`src/rtl/prog_loader_if.sv`:
```
// Byte-stream and program-memory write bus for prog_loader.
// slave = the loader (consumes bytes, drives memory writes); master = its environment.
interface prog_loader_if #(
  parameter int ADDR_LENGTH = 11,
  parameter int DATA_LENGTH = 16
);
  logic [7:0]             i_byte;
  logic                   i_valid;
  logic                   o_ready;
  logic [ADDR_LENGTH-1:0] o_Addr;
  logic [DATA_LENGTH-1:0] o_Data;
  logic                   o_Wr;

  modport master (output i_byte, i_valid, input o_ready, o_Addr, o_Data, o_Wr);
  modport slave  (input i_byte, i_valid, output o_ready, o_Addr, o_Data, o_Wr);
endinterface

```
`src/rtl/prog_loader.sv`:
```
// Assembles a length-prefixed byte stream into 16-bit words and writes them to program memory,
// holding the CPU in reset until the load completes. Optional trailing XOR checksum: PROG_LOADER_CHECKSUM_EN.
module prog_loader #(
  parameter int MEM_SIZE    = 9,
  parameter int ADDR_LENGTH = 11,
  parameter int DATA_LENGTH = 16
) (
  input  logic          i_clock,
  input  logic          i_reset,
  input  logic          i_reload,
  prog_loader_if.slave  bus,
  output logic          o_cpu_rst,
  output logic          o_done,
  output logic          o_error
);

  // One extra bit so the word count can represent a full memory (2**MEM_SIZE words).
  localparam int CW = MEM_SIZE + 1;

  typedef enum logic [2:0] {
    S_LEN_H, S_LEN_L, S_DAT_H, S_DAT_L, S_WRITE, S_DONE, S_ERR
`ifdef PROG_LOADER_CHECKSUM_EN
    , S_CHK
`endif
  } state_t;

  state_t                 r_state;
  logic [7:0]             r_hi;
  logic [CW-1:0]          r_len;
  logic [CW-1:0]          r_count;
  logic                   r_ready;
  logic                   r_wr;
  logic [ADDR_LENGTH-1:0] r_addr;
  logic [DATA_LENGTH-1:0] r_data;
  logic                   r_cpuRst;
  logic                   r_done;
  logic                   r_error;
`ifdef PROG_LOADER_CHECKSUM_EN
  logic [7:0]             r_sum;
`endif

  logic          w_accept;
  logic [15:0]   w_len;
  logic          w_tooBig;
  logic [CW-1:0] w_countNext;

  assign w_accept    = bus.i_valid && r_ready;
  assign w_len       = {r_hi, bus.i_byte};
  assign w_tooBig    = {16'd0, w_len} > (32'd1 << MEM_SIZE);
  assign w_countNext = r_count + 1'b1;

  assign bus.o_ready = r_ready;
  assign bus.o_Addr  = r_addr;
  assign bus.o_Data  = r_data;
  assign bus.o_Wr    = r_wr;
  assign o_cpu_rst   = r_cpuRst;
  assign o_done      = r_done;
  assign o_error     = r_error;

  // r_ready always mirrors whether the state being entered consumes bytes.
  always_ff @(posedge i_clock) begin
    if (i_reset) begin
      r_state  <= S_LEN_H;
      r_hi     <= '0;
      r_len    <= '0;
      r_count  <= '0;
      r_ready  <= 1'b1;
      r_wr     <= 1'b0;
      r_addr   <= '0;
      r_data   <= '0;
      r_cpuRst <= 1'b1;
      r_done   <= 1'b0;
      r_error  <= 1'b0;
`ifdef PROG_LOADER_CHECKSUM_EN
      r_sum    <= '0;
`endif
    end else begin
      r_wr <= 1'b0;
`ifdef PROG_LOADER_CHECKSUM_EN
      if (w_accept && r_state != S_CHK) r_sum <= r_sum ^ bus.i_byte;
`endif
      case (r_state)
        S_LEN_H: begin
          if (w_accept) begin
            r_hi    <= bus.i_byte;
            r_state <= S_LEN_L;
          end
        end
        S_LEN_L: begin
          if (w_accept) begin
            r_count <= '0;
            if (w_tooBig) begin
              r_state <= S_ERR;
              r_ready <= 1'b0;
              r_error <= 1'b1;
            end else begin
              r_len <= w_len[CW-1:0];
              if (w_len == 16'd0) begin
`ifdef PROG_LOADER_CHECKSUM_EN
                r_state  <= S_CHK;
`else
                r_state  <= S_DONE;
                r_ready  <= 1'b0;
                r_done   <= 1'b1;
                r_cpuRst <= 1'b0;
`endif
              end else begin
                r_state <= S_DAT_H;
              end
            end
          end
        end
        S_DAT_H: begin
          if (w_accept) begin
            r_hi    <= bus.i_byte;
            r_state <= S_DAT_L;
          end
        end
        S_DAT_L: begin
          if (w_accept) begin
            r_data  <= DATA_LENGTH'({r_hi, bus.i_byte});
            r_addr  <= ADDR_LENGTH'(r_count[MEM_SIZE-1:0]);
            r_wr    <= 1'b1;
            r_ready <= 1'b0;
            r_state <= S_WRITE;
          end
        end
        S_WRITE: begin
          r_count <= w_countNext;
          if (w_countNext == r_len) begin
`ifdef PROG_LOADER_CHECKSUM_EN
            r_state  <= S_CHK;
            r_ready  <= 1'b1;
`else
            r_state  <= S_DONE;
            r_done   <= 1'b1;
            r_cpuRst <= 1'b0;
`endif
          end else begin
            r_state <= S_DAT_H;
            r_ready <= 1'b1;
          end
        end
`ifdef PROG_LOADER_CHECKSUM_EN
        S_CHK: begin
          if (w_accept) begin
            r_ready <= 1'b0;
            if (bus.i_byte == r_sum) begin
              r_state  <= S_DONE;
              r_done   <= 1'b1;
              r_cpuRst <= 1'b0;
            end else begin
              r_state <= S_ERR;
              r_error <= 1'b1;
            end
          end
        end
`endif
        S_DONE, S_ERR: begin
          if (i_reload) begin
            r_state  <= S_LEN_H;
            r_ready  <= 1'b1;
            r_cpuRst <= 1'b1;
            r_done   <= 1'b0;
            r_error  <= 1'b0;
            r_count  <= '0;
            r_len    <= '0;
`ifdef PROG_LOADER_CHECKSUM_EN
            r_sum    <= '0;
`endif
          end
        end
        default: begin
          r_state <= S_ERR;
          r_ready <= 1'b0;
          r_error <= 1'b1;
        end
      endcase
    end
  end

endmodule
```
`src/flat_wrapper.sv`:
```
// flat-port wrapper written by rule: the top's interface ports become plain ports
module prog_loader_flat 
#(
  parameter int MEM_SIZE    = 9,
  parameter int ADDR_LENGTH = 11,
  parameter int DATA_LENGTH = 16
)
  (i_clock, i_reset, i_reload, o_cpu_rst, o_done, o_error, bus_i_byte, bus_i_valid, bus_o_ready, bus_o_Addr, bus_o_Data, bus_o_Wr);
  prog_loader_if #(.ADDR_LENGTH(ADDR_LENGTH), .DATA_LENGTH(DATA_LENGTH)) bus_i ();
  input  logic i_clock;
  input  logic i_reset;
  input  logic i_reload;
  output logic o_cpu_rst;
  output logic o_done;
  output logic o_error;
  input wire logic [$bits(bus_i.i_byte)-1:0] bus_i_byte;
  input wire logic [$bits(bus_i.i_valid)-1:0] bus_i_valid;
  output wire logic [$bits(bus_i.o_ready)-1:0] bus_o_ready;
  output wire logic [$bits(bus_i.o_Addr)-1:0] bus_o_Addr;
  output wire logic [$bits(bus_i.o_Data)-1:0] bus_o_Data;
  output wire logic [$bits(bus_i.o_Wr)-1:0] bus_o_Wr;
  assign bus_i.i_byte = bus_i_byte;
  assign bus_i.i_valid = bus_i_valid;
  assign bus_o_ready = bus_i.o_ready;
  assign bus_o_Addr = bus_i.o_Addr;
  assign bus_o_Data = bus_i.o_Data;
  assign bus_o_Wr = bus_i.o_Wr;
  prog_loader #(.MEM_SIZE(MEM_SIZE), .ADDR_LENGTH(ADDR_LENGTH), .DATA_LENGTH(DATA_LENGTH)) u_core (.i_clock(i_clock), .i_reset(i_reset), .i_reload(i_reload), .bus(bus_i), .o_cpu_rst(o_cpu_rst), .o_done(o_done), .o_error(o_error));
endmodule
```
`config.mk`:
```
export PLATFORM = sky130hd
export DESIGN_NAME = prog_loader_flat
export DESIGN_NICKNAME = d
export VERILOG_FILES = /design/src/rtl/prog_loader_if.sv /design/src/rtl/prog_loader.sv /design/src/flat_wrapper.sv
export SDC_FILE = /design/constraint.sdc
export NUM_CORES = 1
export LEC_CHECK = 0
export CORE_MARGIN = 1
export CORE_UTILIZATION = 40
export CTS_BUF_LIST = sky130_fd_sc_hd__clkbuf_8
export DETAILED_ROUTE_END_ITERATION = 10
export DONT_BUFFER_PORTS = 1
export GPL_TIMING_DRIVEN = 0
export PLACE_DENSITY = 0.65
export SKIP_CTS_REPAIR_TIMING = 1
export SLEW_MARGIN = 30
export SYNTH_ARGS = -nofsm -noshare
export SYNTH_HDL_FRONTEND = slang
export SYNTH_SLANG_ARGS = --single-unit
```
`constraint.sdc`:
```
create_clock -name i_clock -period 2.28 [get_ports i_clock]
set_input_delay 0.114 -clock i_clock [delete_from_list [all_inputs] [get_ports i_clock]]
set_output_delay 0.114 -clock i_clock [all_outputs]
set_load 0.01 [all_outputs]
```
==> flow_summary.toml, run 1 <==
[clocking]
cts_buffer_depth = 2
clkLatencyLatePin_ns = 0.35
ctsHtreeMaxLevel = 3
cts-root-buf = "clkbuf_8"
cts_sinks = 61
clk_pin_slew_ns = 0.07
numCtsBuffers = 9
cts_tree = "built"

[worst_hold_path]
hold_path_depth = 3
hold_class = "in -> reg"

[yosys]
async_flop_share = 0
ys_ff_latch = 61
syn_area_per_cell_um2 = 7.67
ys_dominant_reg_cell = "dfxtp_1"
yosysTopAreaCellShare = 0.420
synth_edf_count = 0
yosysTopAreaCell = "dfxtp_1"
synthTopCellsByArea = "dfxtp_1 42%, nand2_1 10%, a21oi_1 10%"
syn_area_um2 = 2910
yosysSeqAreaShare = 0.420
yosysWarnings = 0
synth.distinct_cells = 52
postSynthCellCount = 379

[grt]
grt_pass1_wl_um = 12300
grt_max_degree = 13
antenna_found_initial = 0
track_usage = 0.212
grt-ovfl-total = 0
grt_pass1_vias = 2528

[worst_setup_path]
cp_num_buf_inv = 0
worstRegToRegCells = 8
cp_top_family = "simple AND/OR/NAND/NOR gates"
slowest_delay_ns = 0.56
crit_path_start_kind = "register"
critPathSlowestCell = "or4_4"
crit_type = "reg -> reg"
path_depth = 8
critical_path.endpoint_type = "register"
cp.arrival_ns = 2.63
worst-path-max-fanout = 9
crit_required_ns = 2.56
path_cells = "ha_4, and4_4, and2_4, a31oi_1, o221a_2, or4_4, o211ai_2, mux2i_1"

[sta]
min_period_over_period = 1.03
max_slew_margin = 0.416
whs_ns = 0.00148
hold_violations = 0
fmax_mhz = 427
final_max_slew_viol_count = 0
period_minus_slack_ns = 2.34
max_slew.worst_pin.slew_ns = 0.869
skew_ns = 0.00755
rsz0062_at_grt = "yes"
fin_ws_ns = -0.0621
setup_viol = 2

[die]
die_h_um = 87.2
rows = 30
core_um2 = 6910
boundaryPins = 44
fp.dieW_um = 87.2
start_util = 0.421
dieArea_um2 = 7610

[place]
gp_congestion = 0.934
port_buffers = 0
place_ws_ns = -0.228
post-dp-hpwl_um = 5300
place_inst = 476

[final_layout]
diodes = 0
fillers = 675
nNetsFinal = 418
syn_to_final_growth_pct = 17.3
fin_cells = 506
drive_above_1_share = 0.127

[outcome]
violations = "setup timing"
status = "finished with violations"

[detailed_routing]
num_vias = 2784
drt_wl_total_um = 7920
drtIter0Drc = 205
route.detailed.drc = 0
firstDrtPassIters = 5
drt-wirelength-per-cell_um = 15.6
ant_nets = 0
via_per_inst = 5.50

[job]
cap_violations = 0

[power_and_ir_drop]
fin_total_pwr_mw = 2.44
powerDensity_nw_per_um2 = 717
leakage_nw = 1.18
vdd_drop_max_mv = 0.593
[synthesized netlist by cell type, types with 3 or more instances]
cell type / n
nor4_1: 5
clkbuf_1: 18
buf_4: 3
xor2_1: 6
a21oi_1: 58
and3_1: 3
nand2_1: 81
nand3_1: 16
nor3_1: 5
xnor2_1: 5
or3_1: 5
dfxtp_1: 61
nand3b_1: 3
a31oi_1: 6
buf_6: 3
o21ai_0: 22
inv_1: 3
nand2b_1: 11
nor2_1: 22
nor2b_1: 3
[worst min-delay path, stage by stage]
cell,delay (ns)
a21oi_1,0.04
nand3_1,0.08
o21ai_0,0.07
[power breakdown]
| group | internal [mW] | switching [mW] |
|---|---|---|
| registers | 1.10 | 0.0379 |
| logic | 0.108 | 0.204 |
| clock network | 0.507 | 0.485 |
| total | 1.72 | 0.726 |
[layout make-up]
| class | count | area (µm²) | area share |
|---|---|---|---|
| Clock buffer | 9 | 124 | 0.0363 |
| Multi-Input combinational cell | 288 | 1580 | 0.464 |
| Buffer | 26 | 124 | 0.0363 |
| Timing Repair Buffer | 16 | 143 | 0.0418 |
| Clock inverter | 7 | 75.1 | 0.0220 |
| Sequential cell | 61 | 1230 | 0.361 |
| Tap cell | 96 | 120 | 0.0352 |
| Inverter | 3 | 11.3 | 0.00330 |
[per-layer routing]
metal	routed length [µm]	up-vias	share of wire	global-route usage
met5	0	-	0	0
met4	169	0	0.021	0.101
met3	529	16	0.067	0.0436
met2	3730	103	0.47	0.354
met1	3490	1298	0.44	0.261
li1	-	1367	-	-
[cell families after synthesis]
group | Yosys count | synth area share
simple gates | 169 | 0.279
compound gates | 103 | 0.203
flops | 61 | 0.420
buf+inv | 31 | 0.0525
xor+xnor | 11 | 0.0331
fa+ha+maj | 2 | 0.00775
other cells | 1 | 0.00129
mux | 1 | 0.00344
[final timing paths]
kind / start / to / slack (ns)
setup / recovery: u_core.r_count[0]$_SDFFE_PP0P_ / u_core.bus.o_ready$_SDFFE_PP1P_ / -0.06
hold reg to reg: u_core.r_hi[4]$_SDFFE_PP0P_ / u_core.bus.o_Data[12]$_SDFFE_PP0P_ / 0.48
hold / removal: i_reset / u_core.r_len[0]$_SDFFE_PP0P_ / 0.001
setup reg to reg: u_core.r_count[0]$_SDFFE_PP0P_ / u_core.bus.o_ready$_SDFFE_PP1P_ / -0.06
[registers in the layout, indices dropped and copies added (netlist names), 3 cells and up]
name	flops
u_core.bus.o_Addr	9
u_core.r_state	3
u_core.r_count	10
u_core.r_len	10
u_core.r_hi	8
u_core.bus.o_Data	16
[cells in the final DEF, fill, tap and decap left out, types with 3 or more instances in the layout]
cell type,instances
a31oi_1,6
xor2_1,5
dlygate4sd3_1,9
clkbuf_1,17
dfxtp_2,4
nor2_1,21
dfxtp_1,56
clkbuf_8,9
and3_1,3
nor2b_1,3
nor4_1,4
o21ai_0,21
a21oi_1,58
nor3_1,5
or3_1,5
clkinvlp_4,3
nand2b_1,11
buf_4,9
inv_1,3
nand3b_1,3
nand2_1,81
nand3_1,16
xnor2_1,5
[metrics by stage]
step / utilization / area, µm² / setup TNS, ns
2_1_floorplan: - / 2930 / -0.0435
3_3_place_gp: 0.441 / 3050 / -2.23
3_5_place_dp: 0.442 / 3050 / -0.832
4_1_cts: 0.471 / 3250 / -0.993
5_1_grt: 0.494 / 3410 / -0.241
6_report: 0.494 / 3410 / -0.0887
No activity file was read; power rests on OpenSTA's default activity.
==> inputs of run 2 (changes only) <==
PLACE_DENSITY = 0.63   (was 0.65)
SLEW_MARGIN = 20   (was 30)
clock period = 2.75 ns   (was 2.28 ns; I/O delays follow)
==> run 2 against run 1 <==
Compared with the run above:
- the flow finishes with violations (hold timing)
- combinational power is 19% lower
- routed wire length is 5.5% lower
- die area is the same
- largest cell class unchanged
- largest power group unchanged
- highest routed layer unchanged
==> flow_summary.toml, run 2 (synthesized netlist as in run 1, its figures left out) <==
[clocking]
cts-root-buf = "clkbuf_8"
cts_sinks = 61
numCtsBuffers = 9
cts_buffer_depth = 2
clkLatencyLatePin_ns = 0.35
clk_pin_slew_ns = 0.07
ctsHtreeMaxLevel = 3
cts_tree = "built"

[die]
boundaryPins = 44
rows = 30
fp.dieW_um = 87.2
die_h_um = 87.2
core_um2 = 6910
dieArea_um2 = 7610
start_util = 0.421

[detailed_routing]
num_vias = 2676
route.detailed.drc = 0
firstDrtPassIters = 4
ant_nets = 0
drt_wl_total_um = 7490
drt-wirelength-per-cell_um = 14.9
drtIter0Drc = 159
via_per_inst = 5.34

[final_layout]
final_common_cell = "nand2_1"
final_cell_mix = "81 x nand2_1, 60 x dfxtp_1, 58 x a21oi_1"
nNetsFinal = 413
largest_register_ffs = 16
diodes = 0
drive_above_1_share = 0.0864
fillers = 731
syn_to_final_growth_pct = 13.7

[power_and_ir_drop]
p_sw_mw = 0.571
leakage_nw = 1.14
powerDensity_nw_per_um2 = 576
internal_power_mw = 1.33
vdd_drop_max_mv = 0.336
clock_power_share = 0.369
fin_total_pwr_mw = 1.90
swShare = 0.300
comb_power_share = 0.133
seqPwrFrac = 0.498

[place]
place_ws_ns = 0.0782
post-dp-hpwl_um = 5250
gp_congestion = 0.910
port_buffers = 0

[worst_setup_path]
cp.arrival_ns = 2.86
path_cells = "ha_1, buf_6, and4_2, buf_6, and2_1, a31oi_1, o221a_2, or4_4, o211ai_2, mux2i_1"
cp_top_family = "simple AND/OR/NAND/NOR gates"
crit_path_start_kind = "register"
critPathSlowestCell = "or4_4"
crit_type = "reg -> reg"
worst-path-max-fanout = 10
crit_path_frequent_cell = "buf_6"
crit_required_ns = 3.02
slowest_delay_ns = 0.54
cp_num_buf_inv = 2
critical_path.endpoint_type = "register"

[sta]
max_slew.worst_pin.slew_ns = 0.874
rsz0062_at_grt = "no"
skew_ns = 0.0105
final_max_slew_viol_count = 0
hold_violations = 2
max_slew_margin = 0.413
fin_ws_ns = 0.159
period_minus_slack_ns = 2.59
whs_ns = -0.0139
setup_viol = 0
finalSetupTns_ns = 0
min_period_over_period = 0.942
fmax_mhz = 386

[grt]
grt_pass1_wl_um = 11900
grt_pass1_vias = 2499
grt-ovfl-total = 0
antenna_found_initial = 0
grt_max_degree = 13
track_usage = 0.205

[outcome]
status = "finished with violations"
violations = "hold timing"

[job]
cap_violations = 0

[worst_hold_path]
hold_class = "in -> reg"
run 2: cell count changes in the layout (fill, tap and decap cells not counted), sizes merged:
| cell | delta |
|---|---|
| clkinv | +4 |
| bufinv | -1 |
| buf | -5 |
| inv | -1 |
| clkinvlp | -2 |
run 2: per-layer routing:
| layer | vias up | GRT usage | part of all wire | wire length, µm |
|---|---|---|---|---|
| met4 | 0 | 0.0969 | 0.025 | 184 |
| li1 | 1355 | - | - | - |
| met5 | - | 0 | 0 | 0 |
| met3 | 19 | 0.0436 | 0.053 | 396 |
| met1 | 1221 | 0.259 | 0.46 | 3450 |
| met2 | 81 | 0.333 | 0.46 | 3460 |
run 2: final timing paths:
path	from	endpoint	slack (ns)	cells past startpoint
max	u_core.r_count[1]$_SDFFE_PP0P_	u_core.bus.o_ready$_SDFFE_PP1P_	0.16	10
min	i_reset	u_core.r_len[1]$_SDFFE_PP0P_	-0.01	2
max reg2reg	u_core.r_count[1]$_SDFFE_PP0P_	u_core.bus.o_ready$_SDFFE_PP1P_	0.16	10
min reg2reg	u_core.r_hi[2]$_SDFFE_PP0P_	u_core.bus.o_Data[10]$_SDFFE_PP0P_	0.48	2
run 2: cell type report:
class	instances	area (µm²)	share of cell area
plain buffers	28	141	0.0428
clock buffers	9	124	0.0375
clock inverters	7	52.6	0.0159
inverters	3	11.3	0.00341
multi-input cells	288	1540	0.467
flip-flops and latches	61	1220	0.370
well taps	96	120	0.0363
repair buffers	9	90.1	0.0273
run 2: power groups by stage:
stage	registers (mW)	clock network (mW)	logic [mW]
finish	0.948	0.702	0.253
global route	0.952	0.756	0.285
CTS	0.947	0.718	0.236
detailed placement	0.967	0	0.236
global placement	0.967	0	0.234
floorplan	0.960	0	0.181
run 2: stage by stage:
stage,instances,area [µm²],hold WS [ns],util
after global placement,476,3030,0.275,0.439
final,501,3300,-0.0139,0.478
after floorplan,380,2910,0.268,-
after global routing,501,3300,0.0114,0.478
after CTS,492,3210,-0.0883,0.465
after detailed placement,476,3040,0.280,0.440
run 2: worst reg2reg max path, stage by stage (launching register included):
cell and delay (ns):
dfxtp_2 0.41, ha_1 0.18, buf_6 0.13, and4_2 0.23, buf_6 0.13, and2_1 0.20
a31oi_1 0.11, o221a_2 0.30, or4_4 0.54, o211ai_2 0.10, mux2i_1 0.19
==> inputs of run 3 (changes only) <==
clock period = 2.6 ns   (was 2.75 ns; I/O delays follow)
==> run 3 against run 2 <==
Compared with the run above:
- the run still ends with hold timing left
- first-iteration DRC count rose by 35%
- global-route usage stayed put
- clock skew shrank 0.00077 ns
- total power rose by 6.0%
- die area unchanged
- largest power group unchanged
- clock power grew 6.0%
==> flow_summary.toml, run 3 (synthesized netlist as in run 1, its figures left out) <==
[detailed_routing]
firstDrtPassIters = 4
drt_wl_total_um = 7520
route.detailed.drc = 0
num_vias = 2689
ant_nets = 0
via_per_inst = 5.37
drt-wirelength-per-cell_um = 15.0
drtIter0Drc = 214

[worst_setup_path]
crit_path_frequent_cell = "or4_4"
critPathSlowestCell = "or4_4"
crit_required_ns = 2.87
path_cells = "ha_4, and2_2, o21ai_2, a31oi_1, or4_4, or4_4, o211ai_2, mux2i_1"
critical_path.endpoint_type = "register"
slowest_delay_ns = 0.57
crit_path_start_kind = "register"
cp_top_family = "simple AND/OR/NAND/NOR gates"
crit_type = "reg -> reg"
cp.arrival_ns = 2.73
cp_num_buf_inv = 0
worst-path-max-fanout = 10
r2r_slack_ns = 0.14

[final_layout]
fillers = 728
final_cell_mix = "81 x nand2_1, 60 x dfxtp_1, 58 x a21oi_1"
final_common_cell = "nand2_1"
fin_cells = 501
syn_to_final_growth_pct = 14.3
nNetsFinal = 413
diodes = 0
drive_above_1_share = 0.0938
largest_register_ffs = 16
fin_util = 0.481

[sta]
fmax_mhz = 407
fin_ws_ns = 0.143
max_slew_margin = 0.396
period_minus_slack_ns = 2.46
max_slew.worst_pin.slew_ns = 0.899
skew_ns = 0.00970
hold_violations = 2
rsz0062_at_grt = "no"
whs_ns = -0.0260
min_period_over_period = 0.945
final_max_slew_viol_count = 0
setup_viol = 0

[die]
dieArea_um2 = 7610
boundaryPins = 44
fp.dieW_um = 87.2
rows = 30
start_util = 0.421
core_um2 = 6910
die_h_um = 87.2

[power_and_ir_drop]
leakage_nw = 1.14
vdd_drop_max_mv = 0.356
seqPwrFrac = 0.497
fin_total_pwr_mw = 2.02
internal_power_mw = 1.41
clock_power_share = 0.369
powerDensity_nw_per_um2 = 607
comb_power_share = 0.134
p_sw_mw = 0.607
swShare = 0.301

[grt]
antenna_found_initial = 0
grt_max_degree = 13
grt_pass1_wl_um = 11900
grt-ovfl-total = 0
grt_pass1_vias = 2499
track_usage = 0.205

[place]
post-dp-hpwl_um = 5250
gp_congestion = 0.910
place_inst = 476
port_buffers = 0
place_ws_ns = -0.0718

[clocking]
clk_pin_slew_ns = 0.07
clkLatencyLatePin_ns = 0.35
cts_sinks = 61
numCtsBuffers = 9
cts_buffer_depth = 2
cts-root-buf = "clkbuf_8"
cts_tree = "built"
ctsHtreeMaxLevel = 3

[worst_hold_path]
hold_class = "in -> reg"

[outcome]
status = "finished with violations"
violations = "hold timing"

[job]
cap_violations = 0
==> run 3: area by class of cell <==
cell class / instances / area [µm²] / share of cell area
Buffer: 27 / 130 / 0.0392
Multi-Input combinational cell: 288 / 1560 / 0.470
Tap cell: 96 / 120 / 0.0361
Clock inverter: 7 / 52.6 / 0.0158
Clock buffer: 9 / 124 / 0.0373
Timing Repair Buffer: 10 / 97.6 / 0.0294
Inverter: 3 / 11.3 / 0.00339
Sequential cell: 61 / 1220 / 0.369
==> run 3: per-layer routing <==
metal / vias up / global-route usage / share of wire
met1: 1224 / 0.259 / 0.45
met3: 22 / 0.0436 / 0.059
met5: - / 0 / 0
met4: 0 / 0.0969 / 0.027
li1: 1353 / - / -
met2: 90 / 0.333 / 0.46
==> run 3: through the flow <==
step,hold slack [ns],TNS (ns),cell area [µm²]
2_1_floorplan,0.260,0,2910
3_3_place_gp,0.267,-0.0406,3030
3_5_place_dp,0.272,-0.104,3040
5_1_grt,0.00394,0,3320
6_report,-0.0260,0,3320
4_1_cts,-0.0958,-0.208,3210
==> run 3: power by group through the flow <==
stage               logic (mW)  clock network, mW  registers [mW]
floorplan                0.191                  0            1.01
global placement         0.247                  0            1.02
detailed placement       0.249                  0            1.02
CTS                      0.250              0.759            1.00
global route             0.304              0.800            1.01
finish                   0.270              0.744            1.00
==> run 3: path summary, 6_finish.rpt <==
check                                                    start                                  to  cells past startpoint
worst max register to register  u_core.r_count[1]$_SDFFE_PP0P_     u_core.bus.o_ready$_SDFFE_PP1P_                      8
worst min-delay path                                   i_reset        u_core.r_len[1]$_SDFFE_PP0P_                      2
worst min register to register     u_core.r_hi[2]$_SDFFE_PP0P_  u_core.bus.o_Data[10]$_SDFFE_PP0P_                      2
worst max-delay path            u_core.r_count[1]$_SDFFE_PP0P_     u_core.bus.o_ready$_SDFFE_PP1P_                      8
==> run 3: worst reg2reg max path, stage by stage (launching register included) <==
cell	delay, ns
dfxtp_4	0.36
ha_4	0.19
and2_2	0.20
o21ai_2	0.13
a31oi_1	0.10
or4_4	0.53
or4_4	0.57
o211ai_2	0.10
mux2i_1	0.19
